## config.mk

```make
export PLATFORM = sky130hd
export DESIGN_NAME = mem_access_stage
export DESIGN_NICKNAME = d
export VERILOG_FILES = /design/src/rtl/mem_access_stage_pkg.sv /design/src/rtl/mem_lane_align.sv /design/src/rtl/mem_access_stage.sv
export SDC_FILE = /design/constraint.sdc
export NUM_CORES = 1
export LEC_CHECK = 0
export ABC_AREA = 1
export BUFFER_PORTS_ARGS = -buffer_cell sky130_fd_sc_hd__buf_2
export CAP_MARGIN = 20
export CORE_ASPECT_RATIO = 1.75
export CORE_UTILIZATION = 40
export CTS_CLUSTER_DIAMETER = 50
export DETAILED_ROUTE_END_ITERATION = 10
export GPL_TIMING_DRIVEN = 0
export HOLD_SLACK_MARGIN = 0.06
export PLACE_DENSITY = 0.67
export SLEW_MARGIN = 20
export SYNTH_ARGS = -nofsm -noshare
export SYNTH_HDL_FRONTEND = slang
export SYNTH_SLANG_ARGS = --single-unit
```

## constraint.sdc

```tcl
create_clock -name clk -period 2.6 [get_ports clk]
set_input_delay 0.39 -clock clk [delete_from_list [all_inputs] [get_ports clk]]
set_output_delay 0.39 -clock clk [all_outputs]
set_load 0.02 [all_outputs]
```

## src/rtl/mem_access_stage_pkg.sv

```systemverilog
// Shared types and constants for the MEM stage: FSM state encoding and byte-enable patterns.
package mem_access_stage_pkg;

  typedef enum logic {
    ST_IDLE = 1'b0,
    ST_WAIT = 1'b1
  } state_e;

  localparam logic [1:0] BE_LO   = 2'b01;
  localparam logic [1:0] BE_HI   = 2'b10;
  localparam logic [1:0] BE_WORD = 2'b11;

endpackage

```

## src/rtl/mem_lane_align.sv

```systemverilog
// Byte-lane steering for the data-memory bus: store enables/data replication and
// load lane extraction with optional sign extension. Purely combinational.
module mem_lane_align
  import mem_access_stage_pkg::*;
(
  input  logic        wr_byte,
  input  logic        wr_addr0,
  input  logic [15:0] wr_src,
  output logic [1:0]  be,
  output logic [15:0] wdata,
  input  logic        rd_byte,
  input  logic        rd_addr0,
  input  logic        rd_sext,
  input  logic [15:0] rdata,
  output logic [15:0] load_data
);

  logic [7:0] lane;

  always_comb begin
    be    = BE_WORD;
    wdata = wr_src;
    if (wr_byte) begin
      be    = wr_addr0 ? BE_HI : BE_LO;
      wdata = {wr_src[7:0], wr_src[7:0]};
    end

    lane      = rd_addr0 ? rdata[15:8] : rdata[7:0];
    load_data = rdata;
    if (rd_byte) begin
      load_data = {{8{rd_sext & lane[7]}}, lane};
    end
  end

endmodule

```

## src/rtl/mem_access_stage.sv

```systemverilog
// MEM stage: runs one data-memory access at a time over req/ack, stalls upstream while it is
// in flight, aborts after TIMEOUT_CYCLES wait cycles, and registers the MEM/WB bundle.
module mem_access_stage
  import mem_access_stage_pkg::*;
#(
  parameter int TIMEOUT_CYCLES = 16,
  parameter int CNT_W          = 5
) (
  input  logic        clk,
  input  logic        rst,
  input  logic        in_valid,
  input  logic [15:0] in_alu_out,
  input  logic [15:0] in_rs2,
  input  logic [3:0]  in_rd,
  input  logic        in_reg_we,
  input  logic        in_mem_rd,
  input  logic        in_mem_wr,
  input  logic        in_byte,
  input  logic        in_sext,
  output logic        dmem_req,
  output logic        dmem_we,
  output logic [15:0] dmem_addr,
  output logic [15:0] dmem_wdata,
  output logic [1:0]  dmem_be,
  input  logic        dmem_ack,
  input  logic [15:0] dmem_rdata,
  output logic        stall,
  output logic        wb_valid,
  output logic [15:0] wb_data,
  output logic [3:0]  wb_rd,
  output logic        wb_we,
  output logic        exc_misalign,
  output logic        exc_timeout
);

  state_e             state_q, state_d;
  logic [CNT_W-1:0]   cnt_q, cnt_d;
  logic               req_q, req_d, we_q, we_d;
  logic [15:0]        addr_q, addr_d, wdata_q, wdata_d;
  logic [1:0]         be_q, be_d;
  logic [3:0]         lat_rd_q, lat_rd_d;
  logic               lat_we_q, lat_we_d, lat_byte_q, lat_byte_d, lat_sext_q, lat_sext_d;
  logic               wb_valid_q, wb_valid_d, wb_we_q, wb_we_d;
  logic [15:0]        wb_data_q, wb_data_d;
  logic [3:0]         wb_rd_q, wb_rd_d;
  logic               exc_mis_q, exc_mis_d, exc_to_q, exc_to_d;

  logic               memop, misalign, timeout_hit;
  logic [1:0]         lane_be;
  logic [15:0]        lane_wdata, load_data;

  mem_lane_align u_align (
    .wr_byte   (in_byte),
    .wr_addr0  (in_alu_out[0]),
    .wr_src    (in_rs2),
    .be        (lane_be),
    .wdata     (lane_wdata),
    .rd_byte   (lat_byte_q),
    .rd_addr0  (addr_q[0]),
    .rd_sext   (lat_sext_q),
    .rdata     (dmem_rdata),
    .load_data (load_data)
  );

  assign memop       = in_valid & (in_mem_rd | in_mem_wr);
  assign misalign    = memop & ~in_byte & in_alu_out[0];
  assign timeout_hit = (state_q == ST_WAIT) & ~dmem_ack
                     & (cnt_q == CNT_W'(TIMEOUT_CYCLES - 1));

  always_comb begin
    state_d    = state_q;
    cnt_d      = cnt_q;
    req_d      = req_q;
    we_d       = we_q;
    addr_d     = addr_q;
    wdata_d    = wdata_q;
    be_d       = be_q;
    lat_rd_d   = lat_rd_q;
    lat_we_d   = lat_we_q;
    lat_byte_d = lat_byte_q;
    lat_sext_d = lat_sext_q;
    wb_valid_d = 1'b0;
    wb_we_d    = 1'b0;
    wb_data_d  = wb_data_q;
    wb_rd_d    = wb_rd_q;
    exc_mis_d  = 1'b0;
    exc_to_d   = 1'b0;
    stall      = 1'b0;

    case (state_q)
      ST_IDLE: begin
        if (memop && !misalign) begin
          stall      = 1'b1;
          state_d    = ST_WAIT;
          cnt_d      = '0;
          req_d      = 1'b1;
          we_d       = in_mem_wr;
          addr_d     = in_byte ? in_alu_out : {in_alu_out[15:1], 1'b0};
          wdata_d    = lane_wdata;
          be_d       = lane_be;
          lat_rd_d   = in_rd;
          lat_we_d   = in_reg_we & ~in_mem_wr;
          lat_byte_d = in_byte;
          lat_sext_d = in_sext;
        end else begin
          // Misaligned word ops retire immediately as a non-writing exception slot.
          wb_valid_d = in_valid;
          wb_we_d    = in_reg_we & in_valid & ~misalign;
          wb_data_d  = in_alu_out;
          wb_rd_d    = in_rd;
          exc_mis_d  = misalign;
        end
      end
      ST_WAIT: begin
        if (dmem_ack) begin
          state_d    = ST_IDLE;
          req_d      = 1'b0;
          wb_valid_d = 1'b1;
          wb_we_d    = lat_we_q;
          wb_rd_d    = lat_rd_q;
          wb_data_d  = we_q ? 16'h0000 : load_data;
        end else if (timeout_hit) begin
          state_d    = ST_IDLE;
          req_d      = 1'b0;
          wb_valid_d = 1'b1;
          wb_rd_d    = lat_rd_q;
          wb_data_d  = 16'h0000;
          exc_to_d   = 1'b1;
        end else begin
          stall = 1'b1;
          cnt_d = cnt_q + CNT_W'(1);
        end
      end
      default: state_d = ST_IDLE;
    endcase
  end

  always_ff @(posedge clk or posedge rst) begin
    if (rst) begin
      state_q    <= ST_IDLE;
      cnt_q      <= '0;
      req_q      <= 1'b0;
      we_q       <= 1'b0;
      addr_q     <= '0;
      wdata_q    <= '0;
      be_q       <= '0;
      lat_rd_q   <= '0;
      lat_we_q   <= 1'b0;
      lat_byte_q <= 1'b0;
      lat_sext_q <= 1'b0;
      wb_valid_q <= 1'b0;
      wb_we_q    <= 1'b0;
      wb_data_q  <= '0;
      wb_rd_q    <= '0;
      exc_mis_q  <= 1'b0;
      exc_to_q   <= 1'b0;
    end else begin
      state_q    <= state_d;
      cnt_q      <= cnt_d;
      req_q      <= req_d;
      we_q       <= we_d;
      addr_q     <= addr_d;
      wdata_q    <= wdata_d;
      be_q       <= be_d;
      lat_rd_q   <= lat_rd_d;
      lat_we_q   <= lat_we_d;
      lat_byte_q <= lat_byte_d;
      lat_sext_q <= lat_sext_d;
      wb_valid_q <= wb_valid_d;
      wb_we_q    <= wb_we_d;
      wb_data_q  <= wb_data_d;
      wb_rd_q    <= wb_rd_d;
      exc_mis_q  <= exc_mis_d;
      exc_to_q   <= exc_to_d;
    end
  end

  assign dmem_req     = req_q;
  assign dmem_we      = we_q;
  assign dmem_addr    = addr_q;
  assign dmem_wdata   = wdata_q;
  assign dmem_be      = be_q;
  assign wb_valid     = wb_valid_q;
  assign wb_data      = wb_data_q;
  assign wb_rd        = wb_rd_q;
  assign wb_we        = wb_we_q;
  assign exc_misalign = exc_mis_q;
  assign exc_timeout  = exc_to_q;

endmodule

```

======== Yosys cells after proc, flatten, opt, wreduce, memory -nomap -nowiden ========
Cells that the tools add are included.
word-level totals
  register bits after elaboration ......... 73
  logic and storage cells ................. 83
cells by class
  eq/ne operators ......................... 6
  muxes and demuxes ....................... 38
  reductions and logical operators ........ 6
  add/subtract/negate cells ............... 1
  bitwise operators ....................... 15
operators with widths
  kind                                                                      number
  16-bit two-way mux                                                        6
  16-bit one-hot mux with 2 select lines                                    1
  1-bit two-way mux                                                         16
  5-bit two-way mux                                                         3
  4-bit two-way mux                                                         3
  5-bit one-hot mux with 2 select lines                                     1
  1-bit AND                                                                 9
  8-bit two-way mux                                                         1
  2-bit inequality test (second input constant)                             4
  1-bit one-hot mux with 2 select lines                                     4
  4-bit one-hot mux with 2 select lines                                     1
  2-bit AND reduction                                                       3
  5-bit by 1-bit adder with 5-bit output (second input constant)            1
  5-bit by 4-bit equality test with 1-bit output (second input constant)    1
  1-bit NOT                                                                 5
  2-bit two-way mux                                                         2
  3-bit by 2-bit inequality test with 1-bit output (second input constant)  1
  3-bit AND reduction                                                       1
  1-bit logical AND                                                         1
  1-bit zero test                                                           1
  1-bit bitwise OR                                                          1

======== Depth between registers and ports, before layout ========
Gate-level depths: netlist of the first run.
  depth in word-level cells ............... 8
  gate-level depth with buffers ........... 11
  depth with buffers taken out ............ 10

======== By module ========
Synthesis of the first run repeated with hierarchy kept, for this count alone.
second synthesis, totals
  cell total of the unflattened synthesis .. 474
  area, all modules ....................... 3,649.8 µm²
by module, submodules not included
  module            area each (µm²)  sequential area each (µm²)  instances  cells an instance
  mem_access_stage  3,233.1          1,826.8                     1          388
  mem_lane_align    416.6            0.0                         1          86

======== Least setup slack after synthesis of the first run ========
OpenSTA, ideal clock, no wires.
  path kind ............................... register to output
  from .................................... reg cnt_q[0]
  to ...................................... out stall
  cell stages (with the launch flop) ...... 9
  setup slack ............................. 825 ps
  buffers on the path ..................... 1
  arrival ................................. 1,385 ps
  cell sequence ........................... dfrtp_1 ha_1 nand2_1 nor2_1 ha_1 nor3_2 inv_1 nand2_2 buf_4
between the ends
  longest elaborated chain between the ends .. 5
ends and longest elaborated chain
  item                                            RTL line                 text
  from (decl)                                     mem_access_stage.sv:37   logic [CNT_W-1:0] cnt_q, cnt_d;
  from (signal assigned)                          mem_access_stage.sv:159  cnt_q <= cnt_d;
  5-bit by 4-bit equality test with 1-bit output  mem_access_stage.sv:68   & (cnt_q == CNT_W'(TIMEOUT_CYCLES - 1));
  1-bit AND                                       mem_access_stage.sv:68
  1-bit two-way mux                               mem_access_stage.sv:122  end else if (timeout_hit) begin
  1-bit two-way mux                               mem_access_stage.sv:115  if (dmem_ack) begin
  1-bit one-hot mux with 2 select lines           mem_access_stage.sv:90   case (state_q)
  to (decl)                                       mem_access_stage.sv:27   output logic stall,
No other way between the ends.

======== Worst setup path in the final report of the first run ========
Ends and elaborated chain as after synthesis.

==> results.cfg, run 1 <==
[logic_synthesis]
yosys_register_bits = 73
synthesis.area_um2 = 3400
ys_types = 25
yosys_warnings = 0
syn-num-nets = 489
syn_avg_cell_area_um2 = 7.98
ys_seq_area_share_pct = 53.7
syn_inst = 426

[floorplanning]
initial_utilization_pct = 41.2
fp.dieH_um = 124
io-pin-count = 122
fp.dieW_um = 71.7
die_area_um2 = 8890
placeableCoreArea_um2 = 8260
rows = 44

[route]
routed-via-count = 3207
drt-total-wl_um = 9320
avgViaCountPerCell = 4.89
drtIter0Drc = 193
first_pass_iters = 6
drc = 0
ant_nets = 0
routedWlPerCell_um = 14.2

[worst_hold_path]
hp-start = in_sext
min_to = lat_sext_q
min_path_type = in -> reg
hold_depth = 3

[critical_path]
cp-end-kind = output pin
slowest_stage = dfrtp_1
crit_type = reg -> out
cp_common_cell = ha_1
required_ns = 2.21
r2r-end = wb_data[8]
worstPathCellList = ha_1 > nand2_1 > nor2_1 > ha_1 > nor3_2 > inv_1 > nand2_2 > buf_4 > buf_2
reg2regPathDepth = 11
cpPeakStageDelay_ns = 0.42
critical_path.top_delay_family = buffers and inverters
cp_num_buf_inv = 3
cp-start-kind = flip-flop
worstPathMaxFanout = 11
critPathArrivalTime_ns = 2.06
r2r_start = cnt_q[0]
regToRegSetupSlack_ns = 0.84

[place]
pre_cts_slack_ns = 0.488
dp_hpwl_um = 7100
placed_cells = 639
port_buffers = 120
place_congestion = 0.827

[sta]
setup_viol = 0
timing.final.ws_setup_ns = 0.150
final_min_period_over_clock_period_pct = 94.2
finalSetupTns_ns = 0
clock.fmax_ghz = 0.408
holdWs_ns = 0.272
worst_pin_slew_ns = 0.518
slew_viol_final = 0
fin_skew_ns = 0.00722
slew_headroom_pct = 65.5
rsz0062_at_grt = no
timing.final.crit_period_ns = 2.45
hold_viol = 0

[final_layout]
fin_nets = 622
antenna_cells = 0
num-fill-cells = 802
area_growth_pct = 31.7
drive_gt1_share_pct = 29.8
final_cell_count_no_fill = 656

[global_route]
track_usage_pct = 21.7
grt_pass1_wl_um = 14500
grt_pass1_vias = 2985
grt_max_degree = 50
antenna_found_initial = 0
overflow = 0

[pwr]
p_leak_nw = 2.55
power.density_nw_per_um2 = 879
peakVddDrop_v = 0.000423

[clock_network]
cts_buffers = 9
h-tree-depth = 3
clk_pin_slew_ns = 0.06
clock_latency_ns = 0.33
cts_tree = built
root_buffer = clkbuf_16
clockBufferDepth = 2
cts_sinks = 73

[job]
drv_cap = 0

[run_status]
status = completed
cells by family after synthesis:
kind of cell             Yosys count  share of synthesized area [%]
AND/OR/NAND/NOR                  251                           29.9
flip-flops                        73                           53.7
buffers and inverters             51                           7.54
AO/OA/AOI/OAI                     49                           8.13
adder cells (fa/ha/maj)            2                          0.736
worst max path at each step:
stage | from | cells after the start | to
3_5_place_dp | cnt_q[0] | 9 | stall
2_1_floorplan | rst | 1 | cnt_q[0]
4_1_cts | cnt_q[0] | 9 | stall
6_report | cnt_q[0] | 9 | stall
5_1_grt | cnt_q[0] | 9 | stall
3_3_place_gp | rst | 2 | dmem_wdata[1]
cell usage after synthesis:
library cell | count | share of area, %
nor2_4 | 4 | 1.3
nand2_8 | 1 | 0.59
clkbuf_1 | 4 | 0.44
nor3_2 | 1 | 0.29
nand2_1 | 198 | 22
nor3_1 | 1 | 0.15
ha_1 | 2 | 0.74
buf_6 | 4 | 1.3
nand3_1 | 5 | 0.74
nand2_2 | 1 | 0.18
o211ai_1 | 10 | 2.2
nand4_1 | 1 | 0.18
dfrtp_1 | 73 | 54
buf_4 | 7 | 1.5
a21boi_0 | 1 | 0.22
o21ai_1 | 7 | 1.0
o21ai_0 | 27 | 4.0
a21oi_1 | 3 | 0.44
buf_2 | 7 | 1.0
inv_2 | 3 | 0.33
or2_2 | 2 | 0.37
nand3b_1 | 1 | 0.22
o21ai_2 | 1 | 0.26
inv_1 | 26 | 2.9
nor2_1 | 36 | 4.0
registers in the layout, indices dropped and copies added (netlist names):
register	count
wb_data	16
dmem_addr	16
dmem_wdata	16
dmem_req	1
exc_timeout	1
lat_we_q	1
dmem_be	2
state_q	1
lat_sext_q	1
wb_we	1
wb_rd	4
exc_misalign	1
lat_byte_q	1
lat_rd_q	4
cnt_q	5
dmem_we	1
wb_valid	1
layer usage:
metal / part of all wire [%] / vias up / track usage [%]
met5: 0 / - / 0
met3: 5.6 / 11 / 5.10
met1: 39 / 1496 / 24.7
met4: 1.6 / 0 / 7.72
li1: - / 1581 / -
met2: 53 / 119 / 39.4
cell usage in the layout (no fill, tap or decap), drive strengths merged:
cell type | Yosys | layout
a21boi | 1 | 1
a21oi | 3 | 3
buf | 18 | 139
bufinv | 0 | 2
clkbuf | 4 | 15
clkinv | 0 | 3
dfrtp | 73 | 73
dlygate4sd3 | 0 | 1
ha | 2 | 2
inv | 29 | 29
nand2 | 200 | 200
nand3 | 5 | 5
nand3b | 1 | 1
nand4 | 1 | 1
nor2 | 40 | 40
nor3 | 2 | 2
o211ai | 10 | 10
o21ai | 35 | 35
or2 | 2 | 2
metrics by stage:
stage	power [mW]	instance area [um2]	util, %
floorplan	2.21	3400	-
global placement	2.60	4120	49.8
detailed placement	2.64	4150	50.2
CTS	3.97	4480	54.2
global route	4.15	4480	54.2
finish	3.94	4480	54.2
where the power goes:
group,switching (mW),internal [mW]
clock,0.457,0.864
combinational,0.725,0.372
sequential,0.139,1.38
worst min-delay path, cell delays in order:
cell	delay (ns)
buf_2	0.09
nand2_1	0.05
nand2_1	0.05
cell type report:
class	count	area [um2]	area share (%)
Sequential cell	73	1830	40.8
Multi-Input combinational cell	302	1320	29.4
Timing Repair Buffer	122	638	14.2
Clock buffer	11	243	5.42
Buffer	22	148	3.30
Tap cell	92	115	2.57
Inverter	29	111	2.49
Clock inverter	5	78.8	1.76
timing repair:
action / 4_1_cts / 5_1_grt
endpoints found under the setup margin: 0 / 0
endpoints found under the hold margin: 24 / 0
hold buffers: 1 / 0
gates resized for setup: 0 / 0
buffers inserted: 0 / 0
Power figures use the tool's default switching activity.
==> inputs of run 2 (changes only) <==
==> constraint.sdc (replaced) <==
create_clock -name clk -period 2.6 [get_ports clk]
set_input_delay 0 -clock clk [delete_from_list [all_inputs] [get_ports clk]]
set_output_delay 0 -clock clk [all_outputs]
set_load 0.02 [all_outputs]
==> results.cfg, run 2 (synthesis results as in run 1) <==
[run_status]
status = completed

[route]
routed-via-count = 3460
avgViaCountPerCell = 4.85
wl_met3_um = 586
drc = 0
met2_length_um = 5390
routedWlPerCell_um = 14.3
drtIter0Drc = 215
first_pass_iters = 5
ant_nets = 0
drt-total-wl_um = 10200
met1_length_um = 3930
highest_layer = met4

[place]
pre_cts_slack_ns = 0.841
placed_cells = 639
place_congestion = 0.827
dp_hpwl_um = 7100
place_area_um2 = 4150
port_buffers = 120

[sta]
slew_headroom_pct = 66.4
worst_pin_slew_ns = 0.504
setup_viol = 0
timing.final.ws_setup_ns = 0.545
rsz0062_at_grt = no
slew_viol_final = 0
clock.fmax_ghz = 0.487
timing.final.crit_period_ns = 2.06
finalSetupTns_ns = 0
final_min_period_over_clock_period_pct = 79.0
fin_skew_ns = 0.00768
hold_viol = 0
holdWs_ns = 0.0626

[critical_path]
crit_type = reg -> out
cp-start-kind = flip-flop
critPathArrivalTime_ns = 2.06
regToRegSetupSlack_ns = 0.82
required_ns = 2.60
cp-end-kind = output pin
r2r_start = state_q
startpoint = cnt_q[0]
worstPathMaxFanout = 11

[final_layout]
fin_util_pct = 61.1
drive_gt1_share_pct = 27.1
final_cell_mix = 198 x nand2_1, 127 x buf_2, 73 x dfrtp_1
design_area_um2 = 5050
final_cell_count_no_fill = 713
final_common_cell = nand2_1
fin_nets = 679
num-fill-cells = 716
antenna_cells = 0
area_growth_pct = 48.5

[clock_network]
clk_pin_slew_ns = 0.05
clockBufferDepth = 2
cts_sinks = 73
cts_tree = built
root_buffer = clkbuf_16
clock_latency_ns = 0.33
cts_buffers = 9
h-tree-depth = 3

[floorplanning]
fp.dieH_um = 124
rows = 44
initial_utilization_pct = 41.2
placeableCoreArea_um2 = 8260
fp.dieW_um = 71.7
io-pin-count = 122
die_area_um2 = 8890

[job]
drv_cap = 0

[pwr]
p_leak_nw = 2.77
total_power_mw = 4.02
peakVddDrop_v = 0.000464
power.density_nw_per_um2 = 796

[global_route]
grt_max_degree = 50
grt_pass1_wl_um = 16100
grt_pass1_vias = 3370
antenna_found_initial = 0
overflow = 0
track_usage_pct = 24.1

[worst_hold_path]
min_path_type = in -> reg
hp-start = dmem_rdata[0]
run 2: path summary, 6_finish.rpt:
check | end | depth (start not counted)
min in group asynchronous | wb_rd[0] | 3
setup / recovery | stall | 9
setup reg to reg | dmem_wdata[11] | 8
max in group asynchronous | dmem_addr[10] | 4
hold / removal | wb_data[0] | 5
hold reg to reg | dmem_be[0] | 2
run 2: layer usage:
| layer | vias to the layer above | track usage, % |
|---|---|---|
| li1 | 1698 | - |
| met1 | 1592 | 26.5 |
| met2 | 145 | 44.0 |
| met3 | 25 | 5.50 |
| met4 | 0 | 9.93 |
| met5 | - | 0 |
run 2: cell type report:
cell class | instances | area, um2 | area share [%]
Sequential cell | 73 | 1830 | 36.2
Tap cell | 92 | 115 | 2.28
Clock inverter | 5 | 78.8 | 1.56
Timing Repair Buffer | 179 | 1210 | 23.9
Buffer | 22 | 148 | 2.92
Clock buffer | 11 | 243 | 4.81
Inverter | 29 | 111 | 2.21
Multi-Input combinational cell | 302 | 1320 | 26.1
run 2: where the power goes:
group / switching [mW] / total (mW) / internal, mW
registers: 0.143 / 1.52 / 1.38
clock network: 0.459 / 1.32 / 0.864
logic: 0.747 / 1.18 / 0.428
total: 1.35 / 4.02 / 2.67
run 2: what timing repair did:
| action | 4_1_cts | 5_1_grt |
|---|---|---|
| hold buffers | 58 | 0 |
| setup buffers | 0 | 0 |
| resized for setup | 0 | 0 |
| hold endpoints to repair | 136 | 0 |
run 2: critical path, stage by stage (launching register included):
cell and delay (ns):
dfrtp_1 0.41, ha_1 0.23, nand2_1 0.09, nor2_1 0.06, ha_1 0.21, nor3_2 0.15, inv_1 0.09, nand2_2 0.10
buf_4 0.21, buf_2 0.19
